--- src/rtl/cntry_req_gen.sv ---
`default_nettype none
// +------------------------------------------------------------------------+
// | cntry_req_gen: country-road loop conditioning, vehicle queue, X request |
// | Revision: 1.0                                                          |
// +------------------------------------------------------------------------+
module cntry_req_gen #(
  parameter int DEB_CYCLES       = 4,
  parameter int DISCHARGE_CYCLES = 3,
  parameter int GAP_CYCLES       = 8
) (
  input  logic       clock,
  input  logic       clear,
  input  logic       loop_raw,
  input  logic [1:0] cntry,
  output logic       X,
  output logic       det_pulse,
  output logic [3:0] car_count,
  output logic       ovf
);

  typedef enum logic [1:0] {
    S_IDLE  = 2'd0,
    S_REQ   = 2'd1,
    S_SERVE = 2'd2,
    S_GAP   = 2'd3
  } state_t;

  localparam logic [3:0] c_deb_last = 4'(DEB_CYCLES - 1);
  localparam logic [3:0] c_dis_last = 4'(DISCHARGE_CYCLES - 1);
  localparam logic [3:0] c_gap_load = 4'(GAP_CYCLES);
  localparam logic [1:0] c_green    = 2'd2;
  localparam logic [3:0] c_max      = 4'd15;

  logic       r_meta;
  logic       r_sync;
  logic [3:0] r_deb_cnt;
  logic       r_filt;
  logic       r_filt_d;
  logic       r_det;
  logic [3:0] r_dis_cnt;
  logic [3:0] r_count;
  logic       r_ovf;
  logic [3:0] r_gap;
  logic       r_x;
  state_t     r_state;

  logic       w_rise;
  logic       w_green;
  logic       w_nonzero;
  logic       w_dis;
  logic [3:0] w_dis_nxt;
  logic [3:0] w_count_nxt;
  logic       w_ovf_set;
  state_t     w_state_nxt;
  logic [3:0] w_gap_nxt;

  assign w_rise    = r_filt & ~r_filt_d;
  assign w_green   = (cntry == c_green);
  assign w_nonzero = (r_count != 4'd0);

  // Two-flop synchroniser followed by the debounce filter.
  always_ff @(posedge clock or negedge clear) begin
    if (!clear) begin
      r_meta    <= 1'b0;
      r_sync    <= 1'b0;
      r_deb_cnt <= 4'd0;
      r_filt    <= 1'b0;
      r_filt_d  <= 1'b0;
      r_det     <= 1'b0;
    end else begin
      r_meta   <= loop_raw;
      r_sync   <= r_meta;
      r_filt_d <= r_filt;
      r_det    <= w_rise;
      if (r_sync == r_filt) begin
        r_deb_cnt <= 4'd0;
      end else if (r_deb_cnt == c_deb_last) begin
        r_filt    <= r_sync;
        r_deb_cnt <= 4'd0;
      end else begin
        r_deb_cnt <= r_deb_cnt + 4'd1;
      end
    end
  end

  always_comb begin
    w_dis     = 1'b0;
    w_dis_nxt = 4'd0;
    if (w_green && w_nonzero) begin
      if (r_dis_cnt == c_dis_last) begin
        w_dis = 1'b1;
      end else begin
        w_dis_nxt = r_dis_cnt + 4'd1;
      end
    end
  end

  // A simultaneous arrival and discharge cancel each other out.
  always_comb begin
    w_count_nxt = r_count;
    w_ovf_set   = 1'b0;
    if (w_rise && !w_dis) begin
      if (r_count == c_max) begin
        w_ovf_set = 1'b1;
      end else begin
        w_count_nxt = r_count + 4'd1;
      end
    end else if (w_dis && !w_rise) begin
      w_count_nxt = r_count - 4'd1;
    end
  end

  always_ff @(posedge clock or negedge clear) begin
    if (!clear) begin
      r_dis_cnt <= 4'd0;
      r_count   <= 4'd0;
      r_ovf     <= 1'b0;
    end else begin
      r_dis_cnt <= w_dis_nxt;
      r_count   <= w_count_nxt;
      r_ovf     <= r_ovf | w_ovf_set;
    end
  end

  always_comb begin
    w_state_nxt = r_state;
    w_gap_nxt   = 4'd0;
    case (r_state)
      S_IDLE: begin
        if (w_nonzero) begin
          w_state_nxt = S_REQ;
        end
      end
      S_REQ: begin
        if (w_green) begin
          w_state_nxt = S_SERVE;
        end
      end
      S_SERVE: begin
        if (!w_nonzero) begin
          w_state_nxt = S_GAP;
          w_gap_nxt   = c_gap_load;
        end else if (!w_green) begin
          w_state_nxt = S_REQ;
        end
      end
      S_GAP: begin
        w_gap_nxt = (r_gap != 4'd0) ? (r_gap - 4'd1) : 4'd0;
        // A fresh arrival outranks gap expiry in the same cycle.
        if (w_rise) begin
          w_state_nxt = S_SERVE;
        end else if (!w_green) begin
          w_state_nxt = w_nonzero ? S_REQ : S_IDLE;
        end else if (r_gap <= 4'd1) begin
          w_state_nxt = S_IDLE;
        end
      end
      default: begin
        w_state_nxt = S_IDLE;
      end
    endcase
  end

  always_ff @(posedge clock or negedge clear) begin
    if (!clear) begin
      r_state <= S_IDLE;
      r_gap   <= 4'd0;
      r_x     <= 1'b0;
    end else begin
      r_state <= w_state_nxt;
      r_gap   <= w_gap_nxt;
      r_x     <= (w_state_nxt != S_IDLE);
    end
  end

  assign X         = r_x;
  assign det_pulse = r_det;
  assign car_count = r_count;
  assign ovf       = r_ovf;

endmodule
`default_nettype wire

--- config.mk ---
export PLATFORM = sky130hd
export DESIGN_NAME = cntry_req_gen
export DESIGN_NICKNAME = d
export VERILOG_FILES = /design/src/rtl/cntry_req_gen.sv
export SDC_FILE = /design/constraint.sdc
export NUM_CORES = 1
export LEC_CHECK = 0
export CORE_UTILIZATION = 50
export CTS_CLUSTER_DIAMETER = 40
export DETAILED_ROUTE_END_ITERATION = 10
export GPL_TIMING_DRIVEN = 0
export MAX_ROUTING_LAYER = met4
export PLACE_DENSITY = 0.8
export SYNTH_ARGS = -nofsm -noshare
export SYNTH_HDL_FRONTEND = slang
export SYNTH_SLANG_ARGS = --single-unit
--- constraint.sdc ---
create_clock -name clock -period 6.9 [get_ports clock]
set_input_delay 1.035 -clock clock [delete_from_list [all_inputs] [get_ports clock]]
set_output_delay 1.035 -clock clock [all_outputs]
set_load 0.01 [all_outputs]
==> key figures, run 1 <==
Synthesis
  • Post-synth cell types: 40
  • Yosys Warn Count: 0
  • Synthesized area per cell: 11.79 um^2
  • Top-area cell type share of the netlist area: a little over half
  • Count leader, synth: dfrtp_1
  • Number of synthesized flops with an enable pin: 0
  • Mapped Nets: roughly 110
  • Async SR Flop Fraction: 100.0%
  • Synth area leaders: dfrtp_1, ha_1, xor2_1, nor2_1, xnor2_1
  • Yosys reg bits: 25
  • Post-Syn Area: between 1000 and 1500 um^2
  • Post-synth top cells: dfrtp_1, nor2_1, nand2_1
  • Post-synthesis sequential area ratio: a little over half
  • Synth Flop Type: dfrtp_1
  • Mapped Cells: 102
  • Yosys top cell by area: dfrtp_1

Worst setup path
  • CP Launch Type: input port
  • Worst R2R End: car_count[3]
  • CP Max Fanout: 7
  • CP peak stage delay: 470 ps
  • Crit-path cells: clkdlybuf4s50_1, nor2b_1, a31oi_4, inv_1, ha_1, and3_2, o311a_1, a22oi_2, xnor2_1
  • CP arrival: about 3400 ps
  • Crit. End Element: flop
  • Critical Path RT: about 7100 ps
  • Reg2Reg Depth: 9
  • FF-to-FF Start: car_count[1]
  • Reg-to-reg setup timing slack: ~4200 ps
  • Delay-heaviest family, CP: simple AND/OR/NAND/NOR gates
  • Buffers & Inverters on Critical Path: 2
  • Setup CP Type: in -> reg
  • CP max stage cell: clkdlybuf4s50_1

CTS
  • Worst-skew pair later-pin latency: approximately 300 ps
  • Clock Sinks: 25
  • Post-CTS Setup Inserts: 0
  • Clock transition at path regs: between 100 and 150 ps
  • Post-cts hold buffer count: 0
  • Clock Path Buffers: 2
  • Root Driver: clkbuf_4
  • Htree depth: 1
  • Cts bufs inserted: 3
  • CTS tree: yes
  • Cts repair resizes: 0

Layout
  • Synth-to-layout area growth: 14.26%
  • Nets: approximately 130
  • Final instance area: ~1400 um^2
  • Layout cells sized above 1: 13.68%
  • N_diodes: 0

Detailed routing
  • Vias per cell: between 5 and 6
  • Post-DRT Antenna Nets: 0
  • DRC: 0
  • Vias after detailed routing: 829
  • Avg WL per Cell: between 10 and 15 um
  • Routed WL: around 1900 um
  • Initial drt markers: 19
  • DR pass1 iterations: 4

Run status
  • Status: complete, no violations

Floorplanning
  • Die Y: just over 50 um
  • Initial core utilization: a little over half
  • Site Rows: 17
  • Die area: between 2000 and 3000 um^2
  • Die width: 51.04 um
  • Core area: 2233 um^2
  • Top-level I/O count: 12

Min path
  • Hold Crit Start: r_meta
  • Hold WC Path Type: reg -> reg
  • Hold endpoint: r_sync
  • Hold path cells: 0

Timing
  • Hold Violations, Final: 0
  • Setup tns final: 0 ps
  • Setup Viol. Count Final: 0
  • Fmax: approximately 0.31 GHz
  • Worst rel slew slack: 28.35%
  • Max-slew violations: 0
  • Unrepaired setup endpoints after global routing: false
  • Period utilisation layout: a little under half
  • Clock skew: roughly 1.2 ps
  • Worst-Margin Slew: between 1000 and 1500 ps
  • Fin crit period: 3202 ps

Place
  • HPWL after detailed placement: 1412 um
  • Post-place instance area: about 1300 um^2
  • Port bufs: 11
  • Routability cong.: 0.8252

GRT
  • Routing usage on met2: 30.70%
  • First-pass GRT wire length: roughly 3500 um
  • GR Overflow Total: 0
  • M1 GR Usage: approximately 23%
  • Gr usage total: between 10% and 20%
  • Routing usage on met3: ~2.7%
  • Initial antenna violation count: 0
  • Pin count of the biggest net entering global routing: 26
  • Vias in the first global route: roughly 800
  • Top Usage Layer GRT: met2

Pwr
  • Worst vdd ir: 198.5 uV
  • Power Total: 491.6 uW
  • Leak pwr: between 0.0005 and 0.0006 uW
  • Power Dens Cells: ~360 nW/um^2

Job
  • Max-Cap Viols: 0
[power by group]
group          total [uW]  switching [uW]  internal (uW)
registers             216            35.0            181
clock network        62.0            39.5           22.5
logic                 214            99.1            115
total                 492             174            318
[sequential cells by signal, summed over array words and instances (netlist names)]
register / cells
r_state: 2
det_pulse: 1
r_filt: 1
car_count: 4
r_deb_cnt: 4
r_sync: 1
X: 1
ovf: 1
r_meta: 1
r_gap: 4
r_dis_cnt: 4
r_filt_d: 1
[cells in the final DEF, fill, tap and decap left out, types with 2 or more instances in the layout]
cell	instances
a21o_1	2
a21oi_1	4
clkbuf_1	2
clkbuf_4	3
clkdlybuf4s50_1	11
dfrtp_1	25
ha_1	3
inv_1	3
nand2_1	6
nand3_1	4
nand3b_1	2
nor2_1	8
nor2b_1	2
nor3_1	4
o21ai_0	3
o21bai_1	2
o311a_1	2
o32a_2	2
xnor2_1	3
xor2_1	4
[cell families after synthesis]
family | after synthesis | share of synthesized area (%)
simple gates | 36 | 17.07
flops | 25 | 52.03
compound gates | 22 | 15.82
xor+xnor | 7 | 5.099
buf+inv | 5 | 2.185
fa+ha+maj | 4 | 4.787
mux | 3 | 3.017
[worst max-delay path by stage]
stage | from | end | slack (ps) | cells after the start
after floorplan | cntry[1] | car_count[3] | 4050 | 8
after global placement | cntry[1] | car_count[3] | 3390 | 9
after detailed placement | cntry[1] | car_count[3] | 3350 | 9
after CTS | cntry[1] | car_count[3] | 3680 | 9
after global routing | cntry[1] | car_count[3] | 3570 | 9
final | cntry[1] | car_count[3] | 3700 | 9
[cell type report]
cell class	instances	area, um^2
fill	179	859.6
multi-input combinational	72	550.5
timing repair buffer	11	110.1
tap	28	35.03
inverter	3	11.26
clock buffer	4	26.28
sequential	25	625.6
buffer	2	15.01
[metal layers]
layer	routed length [um]	vias to the layer above
li1	-	402
met1	866	406
met2	952	19
met3	60	2
met4	18	0
met5	0	-
[through the flow]
stage	std cells	setup WS (ps)	util, %	hold slack [ps]
after floorplan	102	4048	-	331.2
after global placement	141	3389	60.34	333.3
after detailed placement	141	3351	60.34	345.8
after CTS	145	3677	61.51	375.8
after global routing	145	3568	61.51	393.4
final	145	3698	61.51	368.5
(Power assumes the default switching activity.)
==> inputs of run 2 (changes only) <==
==> constraint.sdc (replaced) <==
create_clock -name clock -period 3.1 [get_ports clock]
set_input_delay 0.465 -clock clock [delete_from_list [all_inputs] [get_ports clock]]
set_output_delay 0.465 -clock clock [all_outputs]
set_load 0.01 [all_outputs]
==> results of run 2 <==
The final DEF is identical to that of run 1. Status: complete, no violations.
Main changes from that run: setup slack after placement 3351 ps -> 120.8 ps; setup slack after layout 3698 ps -> 365.8 ps; start point of the critical path cntry[1] -> car_count[1]; register-to-register setup slack 4170 ps -> 370 ps; total power 491.6 uW -> 1094 uW; worst IR drop on VDD 198.5 uV -> 441.7 uV
==> inputs of run 3 (changes only) <==
--- a/config.mk
+++ b/config.mk
@@ -8,9 +8,12 @@
 export CORE_UTILIZATION = 50
 export CTS_CLUSTER_DIAMETER = 40
 export DETAILED_ROUTE_END_ITERATION = 10
+export DONT_BUFFER_PORTS = 1
+export GPL_ROUTABILITY_DRIVEN = 0
 export GPL_TIMING_DRIVEN = 0
 export MAX_ROUTING_LAYER = met4
-export PLACE_DENSITY = 0.8
+export PLACE_DENSITY = 0.74
+export SKIP_LAST_GASP = 1
 export SYNTH_ARGS = -nofsm -noshare
 export SYNTH_HDL_FRONTEND = slang
 export SYNTH_SLANG_ARGS = --single-unit
==> key figures, run 3 (synthesis gave the netlist of run 1 again) <==
Run status
  • Status: complete, no violations

Worst setup path
  • CP max stage cell: or4_4
  • CP peak stage delay: between 500 and 600 ps
  • Crit. End Element: flop
  • CP arrival: 3030 ps
  • Critical Path RT: between 3000 and 4000 ps
  • Crit-path cells: or4_4, buf_6, a31oi_4, inv_1, ha_1, and3_2, o311a_1, a22oi_2, xnor2_1
  • Setup CP Type: reg -> reg
  • CP Max Fanout: 8
  • CP Launch Type: flop
  • FF-to-FF Start: car_count[1]
  • Crit path from: car_count[1]

Layout
  • Final instance area: around 1300 um^2
  • Most common cell after layout, fill and taps aside: dfrtp_1
  • Commonest non-fill, non-tap cells in the layout: dfrtp_1, nor2_1, nand2_1
  • Synth-to-layout area growth: 7.596%
  • N_diodes: 0
  • Nets: ~120
  • Layout cells sized above 1: between 10% and 20%
  • Final Util: a little under 60%
  • Post-route insts no fill: 136
  • Filler instances: ~180

Place
  • HPWL after detailed placement: between 1000 and 1500 um
  • Post-place instance area: between 1000 and 1500 um^2
  • Placed cell count: between 100 and 150
  • Port bufs: 0

Floorplanning
  • Initial core utilization: a little over half
  • Site Rows: 17
  • Die Y: ~51 um
  • Die width: 51.04 um
  • Core area: around 2200 um^2
  • Die area: roughly 2600 um^2
  • Top-level I/O count: 12

CTS
  • Root Driver: clkbuf_4
  • Clock Sinks: 25
  • Clock Path Buffers: 2
  • Clock transition at path regs: ~120 ps
  • Post-cts hold buffer count: 2
  • Post-CTS Setup Inserts: 0
  • Cts repair resizes: 0
  • CTS tree: yes
  • Cts bufs inserted: 3
  • Htree depth: 1
  • Worst-skew pair later-pin latency: slightly above 300 ps

GRT
  • Initial antenna violation count: 0
  • First-pass GRT wire length: approximately 3400 um
  • Routing usage on met3: under 10%
  • GR Overflow Total: 0
  • Vias in the first global route: 808
  • Pin count of the biggest net entering global routing: 26
  • Gr usage total: 18.55%
  • Routing usage on met2: just under 30%
  • M1 GR Usage: a little over a fifth
  • Top Usage Layer GRT: met2

Timing
  • Setup tns final: 0 ps
  • Hold Violations, Final: 0
  • Worst-Margin Slew: 531.0 ps
  • Fmax: approximately 0.36 GHz
  • Unrepaired setup endpoints after global routing: false
  • Setup Viol. Count Final: 0
  • Worst rel slew slack: between 60% and 70%
  • Clock skew: between 2 and 2.5 ps
  • Fin crit period: approximately 2800 ps
  • Max-slew violations: 0
  • Period utilisation layout: roughly nine tenths

Pwr
  • Leak pwr: approximately 0.00056 uW
  • Worst vdd ir: about 430 uV
  • Power Dens Cells: around 800 nW/um^2

Detailed routing
  • DR pass1 iterations: 4
  • Initial drt markers: 14
  • DRC: 0
  • Routed WL: slightly below 2000 um
  • Avg WL per Cell: 14.32 um
  • Vias after detailed routing: between 700 and 800
  • Post-DRT Antenna Nets: 0
  • Vias per cell: 5.713

Job
  • Max-Cap Viols: 0

Min path
  • Hold Crit Start: loop_raw
  • Hold WC Path Type: in -> reg
-- run 3: changes by cell type in the layout (fill, tap and decap cells not counted), sizes merged --
cell,delta
buf,+1
clkdlybuf4s50,-11
dlygate4sd3,+1
-- run 3: stage by stage --
stage          worst slack, ps  total power, uW  hold WS [ps]
3_3_place_gp             381.3            868.0         169.9
6_report                 308.6             1033         170.2
5_1_grt                  180.2             1118         136.6
2_1_floorplan            492.0            811.9         169.4
3_5_place_dp             325.9            888.7         169.9
4_1_cts                  292.6             1043         153.8
-- run 3: where the power goes --
part           internal (uW)  total [uW]  switching [uW]  leakage (uW)
registers                402         502            99.3      0.000311
logic                    198         392             194      0.000234
clock network           50.2         139            89.0     0.0000150
total                    651        1030             382      0.000560
-- run 3: cell type report --
type / count / area [um^2] / share of cell area, %
flip-flops and latches: 25 / 625.6 / 48.36
clock buffers: 4 / 26.28 / 2.031
inverters: 3 / 11.26 / 0.8704
repair buffers: 2 / 30.03 / 2.321
plain buffers: 2 / 15.01 / 1.161
multi-input cells: 72 / 550.5 / 42.55
well taps: 28 / 35.03 / 2.708
-- run 3: worst max-delay path: cells and delay by family, from the launching register on --
kind	cells	cell delay [ps]
DFF	1	510
buffers and inverters	2	290
AOI/OAI and AO/OA	3	660
adders and majority gates	1	340
and+or+nand+nor	2	810
xor gates and xnor gates	1	130
-- run 3: worst paths after layout --
path	slack (ps)	cells after the start	end
worst max-delay path	310	9	car_count[3]
worst max register to register	310	9	car_count[3]
max in group asynchronous	2390	2	r_dis_cnt[1]
worst min-delay path	170	0	r_meta
min in group asynchronous	570	2	ovf
worst min register to register	360	0	r_sync
-- run 3: layer usage --
metal  vias up  part of all wire [%]
met5         -                     0
met4         0                   2.5
met3         6                   3.5
met2        19                    48
met1       369                    45
li1        383                     -
